File: config.mk
export PLATFORM = sky130hd
export DESIGN_NAME = uriscv_muldiv_param_flat
export DESIGN_NICKNAME = d
export VERILOG_FILES = /design/src/rtl/uriscv_muldiv_param_pkg.sv /design/src/rtl/uriscv_muldiv_param_if.sv /design/src/rtl/uriscv_div_iter.sv /design/src/rtl/uriscv_muldiv_param.sv /design/src/flat_wrapper.sv
export SDC_FILE = /design/constraint.sdc
export NUM_CORES = 1
export LEC_CHECK = 0
export ABC_AREA = 0
export CORE_ASPECT_RATIO = 1.1
export CORE_MARGIN = 2
export CORE_UTILIZATION = 45
export DETAILED_ROUTE_END_ITERATION = 10
export HOLD_SLACK_MARGIN = 0.12
export MAX_ROUTING_LAYER = met4
export PLACE_DENSITY = 0.62
export SLEW_MARGIN = 20
export SYNTH_ARGS = -nofsm -noshare
export SYNTH_HDL_FRONTEND = slang
export SYNTH_HIERARCHICAL = 1
export SYNTH_SLANG_ARGS = --single-unit
export TNS_END_PERCENT = 20
File: constraint.sdc
create_clock -name clk_i -period 7.55 [get_ports clk_i]
set_input_delay 2.265 -clock clk_i [delete_from_list [all_inputs] [get_ports clk_i]]
set_output_delay 2.265 -clock clk_i [all_outputs]
set_load 0.05 [all_outputs]
File: src/rtl/uriscv_muldiv_param_pkg.sv
// Shared types and opcode helpers for the parameterised RV32M-style multiply/divide block.
package uriscv_muldiv_param_pkg;

    typedef enum logic [2:0] {
        OP_MUL, OP_MULH, OP_MULHSU, OP_MULHU,
        OP_DIV, OP_DIVU, OP_REM, OP_REMU
    } op_e;

    typedef enum logic [1:0] {
        IDLE, DIV_RUN, DONE
    } div_state_e;

    // Select vector bit order matches the op_e encoding.
    function automatic op_e decode_op(input logic [7:0] sel);
        op_e op;
        op = OP_MUL;
        for (int i = 0; i < 8; i++) begin
            if (sel[i]) op = op_e'(i[2:0]);
        end
        return op;
    endfunction

    function automatic logic is_onehot8(input logic [7:0] v);
        return (v != 8'd0) && ((v & (v - 8'd1)) == 8'd0);
    endfunction

    function automatic logic is_div_op(input op_e op);
        return op inside {OP_DIV, OP_DIVU, OP_REM, OP_REMU};
    endfunction

    function automatic logic is_signed_div(input op_e op);
        return op inside {OP_DIV, OP_REM};
    endfunction

    function automatic logic is_quotient_op(input op_e op);
        return op inside {OP_DIV, OP_DIVU};
    endfunction

endpackage

File: src/rtl/uriscv_muldiv_param_if.sv
// Request/response bundle of the multiply/divide block.
interface uriscv_muldiv_param_if #(parameter int N = 16);
    logic         valid_i;
    logic         inst_mul_i;
    logic         inst_mulh_i;
    logic         inst_mulhsu_i;
    logic         inst_mulhu_i;
    logic         inst_div_i;
    logic         inst_divu_i;
    logic         inst_rem_i;
    logic         inst_remu_i;
    logic [N-1:0] operand_ra_i;
    logic [N-1:0] operand_rb_i;
    logic         stall_o;
    logic         ready_o;
    logic [N-1:0] result_o;

    modport master (
        output valid_i, inst_mul_i, inst_mulh_i, inst_mulhsu_i, inst_mulhu_i,
               inst_div_i, inst_divu_i, inst_rem_i, inst_remu_i,
               operand_ra_i, operand_rb_i,
        input  stall_o, ready_o, result_o
    );

    modport slave (
        input  valid_i, inst_mul_i, inst_mulh_i, inst_mulhsu_i, inst_mulhu_i,
               inst_div_i, inst_divu_i, inst_rem_i, inst_remu_i,
               operand_ra_i, operand_rb_i,
        output stall_o, ready_o, result_o
    );
endinterface

File: src/rtl/uriscv_div_iter.sv
// Radix-2 restoring divider on operand magnitudes: one quotient bit per cycle,
// sign and divide-by-zero fixups applied combinationally in the DONE state.
module uriscv_div_iter
    import uriscv_muldiv_param_pkg::*;
#(
    parameter int N = 16
) (
    input  logic         clk_i,
    input  logic         rst_i,
    input  logic         start,
    input  logic         is_signed,
    input  logic [N-1:0] dividend,
    input  logic [N-1:0] divisor,
    output logic         busy,
    output logic         done,
    output logic [N-1:0] quotient,
    output logic [N-1:0] remainder
);
    localparam int CW = $clog2(N);

    div_state_e    state_q, state_d;
    logic [CW-1:0] cnt_q, cnt_d;
    logic [N-1:0]  quo_p0, rem_p0, dvs_p0;
    logic          neg_q_p0, neg_r_p0, zero_p0;
    logic          a_neg, b_neg;
    logic [N:0]    shifted, diff;

    assign a_neg   = is_signed & dividend[N-1];
    assign b_neg   = is_signed & divisor[N-1];
    assign shifted = {rem_p0, quo_p0[N-1]};
    assign diff    = shifted - {1'b0, dvs_p0};
    assign busy    = (state_q == DIV_RUN);
    assign done    = (state_q == DONE);

    always_ff @(posedge clk_i) begin
        if (!rst_i) begin
            state_q <= IDLE;
            cnt_q   <= '0;
        end else begin
            state_q <= state_d;
            cnt_q   <= cnt_d;
        end
    end

    always_comb begin
        state_d = state_q;
        cnt_d   = cnt_q;
        case (state_q)
            IDLE: begin
                if (start) begin
                    state_d = DIV_RUN;
                    cnt_d   = '0;
                end
            end
            DIV_RUN: begin
                cnt_d = cnt_q + CW'(1);
                if (cnt_q == CW'(N - 1)) state_d = DONE;
            end
            DONE: begin
                state_d = start ? DIV_RUN : IDLE;
                cnt_d   = '0;
            end
            default: state_d = IDLE;
        endcase
    end

    // Iteration stage: quotient bits shift in from the right as dividend bits shift out.
    always_ff @(posedge clk_i) begin
        if (start && !busy) begin
            quo_p0   <= a_neg ? -dividend : dividend;
            dvs_p0   <= b_neg ? -divisor : divisor;
            rem_p0   <= '0;
            zero_p0  <= (divisor == '0);
            neg_q_p0 <= a_neg ^ b_neg;
            neg_r_p0 <= a_neg;
        end else if (state_q == DIV_RUN) begin
            if (!diff[N]) begin
                rem_p0 <= diff[N-1:0];
                quo_p0 <= {quo_p0[N-2:0], 1'b1};
            end else begin
                rem_p0 <= shifted[N-1:0];
                quo_p0 <= {quo_p0[N-2:0], 1'b0};
            end
        end
    end

    // With a zero divisor the remainder magnitude is |ra|, so the usual sign fixup yields ra.
    assign quotient  = zero_p0 ? '1 : (neg_q_p0 ? -quo_p0 : quo_p0);
    assign remainder = neg_r_p0 ? -rem_p0 : rem_p0;

endmodule

File: src/rtl/uriscv_muldiv_param.sv
// Multiply/divide unit: two-cycle multiply pipeline plus an iterative divider,
// with a single result register shared by both paths.
module uriscv_muldiv_param
    import uriscv_muldiv_param_pkg::*;
#(
    parameter int N = 16
) (
    input  logic                   clk_i,
    input  logic                   rst_i,
    uriscv_muldiv_param_if.slave   bus
);
    logic [7:0]              inst_vec;
    op_e                     op_dec, op_p0;
    logic                    stall, accept, div_start;
    logic                    vld_p0, vld_p1;
    logic [N-1:0]            a_p0, b_p0, res_q;
    logic signed [N:0]       a_ext, b_ext;
    logic signed [2*N+1:0]   prod_p0;
    logic [1:0]              prod_unused;
    logic [N-1:0]            mul_res_p0, div_res;
    logic                    div_busy, div_done;
    logic [N-1:0]            div_quo, div_rem;

    function automatic logic signed [N:0] ext_operand(input logic [N-1:0] v, input logic sgn);
        return $signed({sgn & v[N-1], v});
    endfunction

    assign inst_vec  = {bus.inst_remu_i, bus.inst_rem_i, bus.inst_divu_i, bus.inst_div_i,
                        bus.inst_mulhu_i, bus.inst_mulhsu_i, bus.inst_mulh_i, bus.inst_mul_i};
    assign op_dec    = decode_op(inst_vec);
    assign stall     = vld_p0 | div_busy;
    assign accept    = bus.valid_i & ~stall & is_onehot8(inst_vec);
    assign div_start = accept & is_div_op(op_dec);

    // Accept stage: opcode and operands are captured here and never re-read from the bus.
    always_ff @(posedge clk_i) begin
        if (!rst_i) vld_p0 <= 1'b0;
        else        vld_p0 <= accept & ~is_div_op(op_dec);
    end

    always_ff @(posedge clk_i) begin
        if (accept) begin
            a_p0  <= bus.operand_ra_i;
            b_p0  <= bus.operand_rb_i;
            op_p0 <= op_dec;
        end
    end

    assign a_ext       = ext_operand(a_p0, op_p0 inside {OP_MULH, OP_MULHSU});
    assign b_ext       = ext_operand(b_p0, op_p0 == OP_MULH);
    assign prod_p0     = $signed({{(N+1){a_ext[N]}}, a_ext}) * $signed({{(N+1){b_ext[N]}}, b_ext});
    assign prod_unused = prod_p0[2*N+1:2*N];
    assign mul_res_p0  = (op_p0 == OP_MUL) ? prod_p0[N-1:0] : prod_p0[2*N-1:N];
    assign div_res     = is_quotient_op(op_p0) ? div_quo : div_rem;

    uriscv_div_iter #(.N(N)) u_div (
        .clk_i     (clk_i),
        .rst_i     (rst_i),
        .start     (div_start),
        .is_signed (is_signed_div(op_dec)),
        .dividend  (bus.operand_ra_i),
        .divisor   (bus.operand_rb_i),
        .busy      (div_busy),
        .done      (div_done),
        .quotient  (div_quo),
        .remainder (div_rem)
    );

    // Result stage: the multiply lands here; a divide result is shown straight from the
    // divider in its DONE cycle and then retained here.
    always_ff @(posedge clk_i) begin
        if (!rst_i) begin
            vld_p1 <= 1'b0;
            res_q  <= '0;
        end else begin
            vld_p1 <= vld_p0;
            if (vld_p0)        res_q <= mul_res_p0;
            else if (div_done) res_q <= div_res;
        end
    end

    assign bus.stall_o  = stall;
    assign bus.ready_o  = vld_p1 | div_done;
    assign bus.result_o = div_done ? div_res : res_q;

endmodule

File: src/flat_wrapper.sv
// flat-port wrapper written by rule: the top's interface ports become plain ports
module uriscv_muldiv_param_flat import uriscv_muldiv_param_pkg::*;
#(
    parameter int N = 16
)
  (clk_i, rst_i, bus_valid_i, bus_inst_mul_i, bus_inst_mulh_i, bus_inst_mulhsu_i, bus_inst_mulhu_i, bus_inst_div_i, bus_inst_divu_i, bus_inst_rem_i, bus_inst_remu_i, bus_operand_ra_i, bus_operand_rb_i, bus_stall_o, bus_ready_o, bus_result_o);
  uriscv_muldiv_param_if #(.N(N)) bus_i ();
  input  logic clk_i;
  input  logic rst_i;
  input wire logic [$bits(bus_i.valid_i)-1:0] bus_valid_i;
  input wire logic [$bits(bus_i.inst_mul_i)-1:0] bus_inst_mul_i;
  input wire logic [$bits(bus_i.inst_mulh_i)-1:0] bus_inst_mulh_i;
  input wire logic [$bits(bus_i.inst_mulhsu_i)-1:0] bus_inst_mulhsu_i;
  input wire logic [$bits(bus_i.inst_mulhu_i)-1:0] bus_inst_mulhu_i;
  input wire logic [$bits(bus_i.inst_div_i)-1:0] bus_inst_div_i;
  input wire logic [$bits(bus_i.inst_divu_i)-1:0] bus_inst_divu_i;
  input wire logic [$bits(bus_i.inst_rem_i)-1:0] bus_inst_rem_i;
  input wire logic [$bits(bus_i.inst_remu_i)-1:0] bus_inst_remu_i;
  input wire logic [$bits(bus_i.operand_ra_i)-1:0] bus_operand_ra_i;
  input wire logic [$bits(bus_i.operand_rb_i)-1:0] bus_operand_rb_i;
  output wire logic [$bits(bus_i.stall_o)-1:0] bus_stall_o;
  output wire logic [$bits(bus_i.ready_o)-1:0] bus_ready_o;
  output wire logic [$bits(bus_i.result_o)-1:0] bus_result_o;
  assign bus_i.valid_i = bus_valid_i;
  assign bus_i.inst_mul_i = bus_inst_mul_i;
  assign bus_i.inst_mulh_i = bus_inst_mulh_i;
  assign bus_i.inst_mulhsu_i = bus_inst_mulhsu_i;
  assign bus_i.inst_mulhu_i = bus_inst_mulhu_i;
  assign bus_i.inst_div_i = bus_inst_div_i;
  assign bus_i.inst_divu_i = bus_inst_divu_i;
  assign bus_i.inst_rem_i = bus_inst_rem_i;
  assign bus_i.inst_remu_i = bus_inst_remu_i;
  assign bus_i.operand_ra_i = bus_operand_ra_i;
  assign bus_i.operand_rb_i = bus_operand_rb_i;
  assign bus_stall_o = bus_i.stall_o;
  assign bus_ready_o = bus_i.ready_o;
  assign bus_result_o = bus_i.result_o;
  uriscv_muldiv_param #(.N(N)) u_core (.clk_i(clk_i), .rst_i(rst_i), .bus(bus_i));
endmodule
==> impl_metrics.json, run 1 <==
{
  "clock.fmax_ghz": 0.1460,
  "cts_sinks": 110,
  "rows": 75,
  "maxCapViolations": 0,
  "hold_viol": 0,
  "fin_area_um2": 18730,
  "regToRegStartpoint": "u_core/op_p0[1]$_DFFE_PP_",
  "drive_above_1_share_pct": 3.627,
  "start_util_pct": 45.53,
  "drtIter0Drc": 922,
  "grt_pass1_vias": 13590,
  "startpoint": "u_core/op_p0[1]$_DFFE_PP_",
  "syn_nets": 2336,
  "holdPathEnd": "u_core/u_div/rem_p0[3]$_SDFFE_PP0P_",
  "synthTopCellsByCount": "inv_1 (345), fa_1 (283), nand2_1 (237), and2_1 (154), ha_1 (103)",
  "cts_resized": 0,
  "dpl.cell_count": 2414,
  "dp_slack_ns": 0.7380,
  "dr.pass1.iters": 6,
  "core_um2": 38100,
  "wl_per_cell_um": 18.35,
  "ant_nets": 0,
  "critPathArrivalTime_ns": 7.07,
  "finalMaxSlewViolations": 0,
  "synth_top_area_cell": "fa_1",
  "synth-edff-count": 70,
  "ios": 61,
  "hold_class": "flip-flop to flip-flop",
  "cts_tree": "done",
  "hpwl_mm": 37.42,
  "synthArstFlopShare_pct": 0,
  "total_leakage_power_nw": 8.518,
  "r2r-end": "u_core/res_q[15]$_SDFF_PN0_",
  "antenna_found_initial": 0,
  "multi_input_area_um2": 12860,
  "setup_viol": 0,
  "cts_buffers": 9,
  "hold_buffers": 0,
  "die_y_um": 209.9,
  "worstMarginPinSlew_ns": 1.054,
  "die_area_um2": 40140,
  "clk_latency_ns": 0.36,
  "grtUsageTotal_pct": 23.94,
  "htree_levels": 3,
  "reg2reg_depth": 22,
  "drt_wl_total_mm": 44.60,
  "wl_met3_mm": 1.756,
  "wl_met1_mm": 18.38,
  "cp-end-kind": "flip-flop",
  "ir_worst_vdd_uv": 121.5,
  "yosysTopAreaCellShare_pct": 32.66,
  "io_buffers": 60,
  "finalSetupTns_ns": 0,
  "post_cts_buffers": 0,
  "slew_headroom_pct": 29.61,
  "syn_area_um2": 17350,
  "placed_cell_area_um2": 18450,
  "nFillCells": 3643,
  "cp.required_ns": 7.77,
  "grt_first_pass_wirelength_mm": 72.73,
  "area_delta_synth_final_pct": 7.963,
  "avgViaCountPerCell": 5.403,
  "final_cells": 2431,
  "ys_seq_elements": 110,
  "synth_area_per_cell_um2": 9.096,
  "post-route-util_pct": 49.16,
  "rsz0062_at_grt": "no",
  "clkTransAtPathRegs_ns": 0.08,
  "grt_max_degree": 37,
  "min_period_ns": 6.850,
  "ys_types": 84,
  "hold_depth": 2,
  "vias": 13134,
  "root_buffer": "clkbuf_16",
  "crit_fanout": 15,
  "outcome": "finished clean",
  "min_from": "u_core/u_div/rem_p0[3]$_SDFFE_PP0P_",
  "post_synth_inst_count": 1907,
  "clockBufferDepth": 2,
  "ys_warn_count": 6,
  "die_w_um": 191.2,
  "seq_area_um2": 2903,
  "route.top_layer_used": "met4",
  "drc": 0,
  "ys_seq_area_share_pct": 16.73,
  "gp_congestion": 0.8758,
  "finalNetCount": 2354,
  "crit_type": "flip-flop to flip-flop",
  "reg2reg_slack_ns": 0.70,
  "post-route-period-util_pct": 90.73,
  "start_kind": "flip-flop",
  "whs_ns": 0.5596,
  "fin_worst_skew_ns": 0.01091,
  "setup_slack_ns": 0.7002,
  "synth.most_common_cell": "inv_1",
  "report.power.total_mw": 2.829,
  "synthTopCellsByArea": "fa_1 (33%), edfxtp_1 (12%), inv_1 (7.5%)",
  "ys.flop_type": "edfxtp_1",
  "powerDensity_nw_per_um2": 151.1,
  "globalRoute.totalOverflow": 0,
  "dr_wl_met2_mm": 22.78
}
## worst max path at each step
stage / to / slack (ns)
finish: u_core/res_q[15]$_SDFF_PN0_ / 0.70
CTS: u_core/res_q[15]$_SDFF_PN0_ / 0.72
global placement: u_core/res_q[15]$_SDFF_PN0_ / 0.94
global route: u_core/res_q[15]$_SDFF_PN0_ / 0.33
detailed placement: u_core/res_q[15]$_SDFF_PN0_ / 0.74
floorplan: u_core/res_q[15]$_SDFF_PN0_ / 0.94
## worst max-delay path, cell delays in order (launching register included)
cell	delay, ns
edfxtp_1	0.48
xnor2_1	0.19
nor3b_1	0.24
buf_4	0.25
nand2_1	0.15
fa_1	0.75
inv_1	0.13
fa_1	0.52
fa_1	0.45
fa_1	0.51
fa_1	0.49
inv_1	0.04
fa_1	0.48
inv_1	0.05
ha_1	0.31
a21oi_1	0.21
nand2_1	0.12
a2111oi_4	0.40
nor2_2	0.12
a221oi_4	0.29
o311a_2	0.24
mux2i_1	0.19
a31oi_1	0.11
## kinds of logic (layout without fill, tap and decap cells)
kind of cell / Yosys count / count (layout) / synth area share (%)
fa+ha+maj: 387 / 387 / 40.15
mux: 25 / 25 / 1.500
buf+inv: 420 / 443 / 9.146
simple gates: 587 / 587 / 16.94
xor+xnor: 90 / 90 / 4.544
other cells: 0 / 1 / 0
flops: 110 / 110 / 16.73
compound gates: 288 / 288 / 10.99
## power by group
| part | leakage [nW] | switching [mW] | internal (mW) |
|---|---|---|---|
| clock network | 0.140 | 0.229 | 0.230 |
| registers | 0.956 | 0.0894 | 0.685 |
| logic | 7.42 | 0.941 | 0.654 |
## layer usage
metal	up-vias	track usage, %
met2	343	40.88
met4	0	8.435
li1	6123	-
met1	6591	29.49
met3	77	2.441
met5	-	-
## state kept, by name (all words and copies together), names as in the netlist, 2 cells and up
signal	flops
u_core/a_p0	16
u_core/b_p0	16
u_core/op_p0	3
u_core/res_q	16
u_core/u_div/cnt_q	4
u_core/u_div/dvs_p0	16
u_core/u_div/quo_p0	16
u_core/u_div/rem_p0	16
u_core/u_div/state_q	2
## cells in the final DEF, fill, tap and decap left out, types with 21 or more instances in the layout
| master | n |
|---|---|
| o31ai_1 | 24 |
| fa_1 | 283 |
| inv_1 | 345 |
| edfxtp_1 | 70 |
| clkdlybuf4s50_1 | 60 |
| nor3_1 | 24 |
| and2_1 | 154 |
| dfxtp_1 | 40 |
| o21ai_0 | 66 |
| nor2_1 | 63 |
| xor2_1 | 35 |
| xnor2_1 | 55 |
| buf_4 | 21 |
| o211ai_1 | 21 |
| mux2i_1 | 22 |
| a21oi_1 | 75 |
| nand2_1 | 237 |
| ha_1 | 103 |
## layout make-up
class | count | area share (%)
multi-input combinational | 1377 | 68.67
sequential | 110 | 15.50
inverter | 346 | 6.935
timing repair buffer | 81 | 4.049
tap | 500 | 3.340
clock buffer | 10 | 1.223
clock inverter | 6 | 0.2739
antenna | 1 | 0.01336
(Power assumes the default switching activity.)
==> inputs of run 2 (changes only) <==
CORE_ASPECT_RATIO = 0.7   (was 1.1)
==> impl_metrics.json, run 2 (synthesis results as in run 1) <==
{
  "outcome": "finished clean",
  "antenna_found_initial": 0,
  "whs_ns": 0.5622,
  "worstPathCellList": "xnor2_1 -> nor3b_1 -> buf_4 -> nand2_1 -> fa_1 -> inv_1 -> fa_1 -> fa_1 -> fa_1 -> fa_1 -> inv_1 -> fa_1 -> inv_1 -> ha_1 -> a21oi_1 -> nand2_1 -> a2111oi_4 -> nor2_2 -> a221oi_4 -> o311a_2 -> mux2i_1 -> a31oi_1",
  "powerDensity_nw_per_um2": 155.6,
  "drc": 0,
  "p_switching_mw": 1.330,
  "finalMaxSlewViolations": 0,
  "cts_buffers": 9,
  "cp_top_family": "adder cells",
  "critPathArrivalTime_ns": 7.19,
  "avgViaCountPerCell": 5.482,
  "seqPwrFrac_pct": 26.5,
  "gp_congestion": 0.9036,
  "ir_worst_vdd_uv": 219.5,
  "clockBufferDepth": 2,
  "rows": 60,
  "wl_per_cell_um": 20.03,
  "die_area_um2": 40160,
  "grt_max_degree": 37,
  "crit_type": "flip-flop to flip-flop",
  "post_cts_buffers": 0,
  "clockPowerShare_pct": 16.2,
  "clk_latency_ns": 0.36,
  "combPwrFrac_pct": 57.2,
  "root_buffer": "clkbuf_16",
  "htree_levels": 3,
  "core_um2": 38210,
  "post-route-period-util_pct": 92.15,
  "grtUsageTotal_pct": 25.77,
  "cp.buffers_inverters": 4,
  "hpwl_mm": 40.06,
  "drtIter0Drc": 1045,
  "rsz0062_at_grt": "no",
  "io_buffers": 60,
  "slew_headroom_pct": 30.32,
  "p_int_mw": 1.582,
  "drt_wl_total_mm": 48.53,
  "ios": 61,
  "dr.pass1.iters": 5,
  "cts_tree": "done",
  "vias": 13282,
  "total_leakage_power_nw": 8.499,
  "hold_viol": 0,
  "p_sw_share_pct": 45.67,
  "cts_sinks": 110,
  "finalNetCount": 2350,
  "finalSetupTns_ns": 0,
  "min_period_ns": 6.957,
  "setup_viol": 0,
  "grt_first_pass_wirelength_mm": 77.22,
  "drive_above_1_share_pct": 3.479,
  "final_common_cell": "inv_1",
  "area_delta_synth_final_pct": 7.847,
  "worstMarginPinSlew_ns": 1.025,
  "nFillCells": 3592,
  "cpMaxStageDelayCell": "fa_1",
  "globalRoute.totalOverflow": 0,
  "die_w_um": 238.7,
  "cp-end-kind": "flip-flop",
  "crit_fanout": 15,
  "fin_worst_skew_ns": 0.009325,
  "hold_class": "flip-flop to flip-flop",
  "start_util_pct": 45.40,
  "critical_path.max_stage_delay_ns": 0.78,
  "clkTransAtPathRegs_ns": 0.07,
  "die_y_um": 168.3,
  "ant_nets": 0,
  "maxCapViolations": 0,
  "start_kind": "flip-flop",
  "cts_resized": 0,
  "cp.required_ns": 7.78,
  "grt_pass1_vias": 13437,
  "layout_common_cells": "inv_1 (345), fa_1 (283), nand2_1 (237)",
  "cp_common_cell": "fa_1",
  "clock.fmax_ghz": 0.1437,
  "hold_buffers": 0
}
run 2: changes by cell type in the layout (fill, tap and decap cells not counted), sizes merged:
cell,before,now
clkbuf,10,9
buf,21,17
clkinvlp,0,1
run 2: layout make-up:
cell class                      instances  area, µm²  share of cell area [%]
Multi-Input combinational cell       1377      12870                   68.78
Sequential cell                       110       2903                   15.52
Inverter                              346       1299                   6.942
Timing Repair Buffer                   77      728.2                   3.892
Tap cell                              496      620.6                   3.317
Clock buffer                            9      225.2                   1.204
Clock inverter                          7      62.56                  0.3344
Antenna cell                            1      2.502                 0.01338
run 2: tightest hold or removal path, delay by kind of cell, from the launching register on:
family | cells | cell delay, ns
compound gates | 1 | 0.07
flops | 1 | 0.37
simple gates | 1 | 0.08
run 2: path summary, 6_finish.rpt:
check,from,cells past startpoint,end,slack [ns]
setup / recovery,u_core/op_p0[1]$_DFFE_PP_,22,u_core/res_q[15]$_SDFF_PN0_,0.59
hold / removal,u_core/u_div/rem_p0[13]$_SDFFE_PP0P_,2,u_core/u_div/rem_p0[13]$_SDFFE_PP0P_,0.56
setup reg to reg,u_core/op_p0[1]$_DFFE_PP_,22,u_core/res_q[15]$_SDFF_PN0_,0.59
hold reg to reg,u_core/u_div/rem_p0[13]$_SDFFE_PP0P_,2,u_core/u_div/rem_p0[13]$_SDFFE_PP0P_,0.56
run 2: metal layers:
metal  vias up  GRT usage [%]  share of wire (%)
li1       6119              -                  -
met3        19          6.362                 11
met1      6602          39.37                 48
met2       542          35.22                 41
met5         -              -                  0
met4         0          2.853               0.47
run 2: per-stage QoR:
stage | power [mW] | instance area [µm²] | setup slack, ns | util [%] | instances
after floorplan | 1.952 | 17350 | 0.9440 | - | 1907
after global placement | 2.393 | 18410 | 0.8339 | 48.18 | 2406
after detailed placement | 2.399 | 18410 | 0.6820 | 48.18 | 2406
after CTS | 2.888 | 18700 | 0.6381 | 48.93 | 2422
after global routing | 3.126 | 18710 | 0.2835 | 48.95 | 2422
final | 2.912 | 18710 | 0.5927 | 48.96 | 2423
run 2: power groups by stage:
stage          clock network (mW)  logic (mW)  registers (mW)
2_1_floorplan                   0        1.20           0.750
5_1_grt                     0.504        1.84           0.780
3_5_place_dp                    0        1.62           0.784
6_report                    0.472        1.67           0.773
4_1_cts                     0.483        1.63           0.771
3_3_place_gp                    0        1.61           0.781
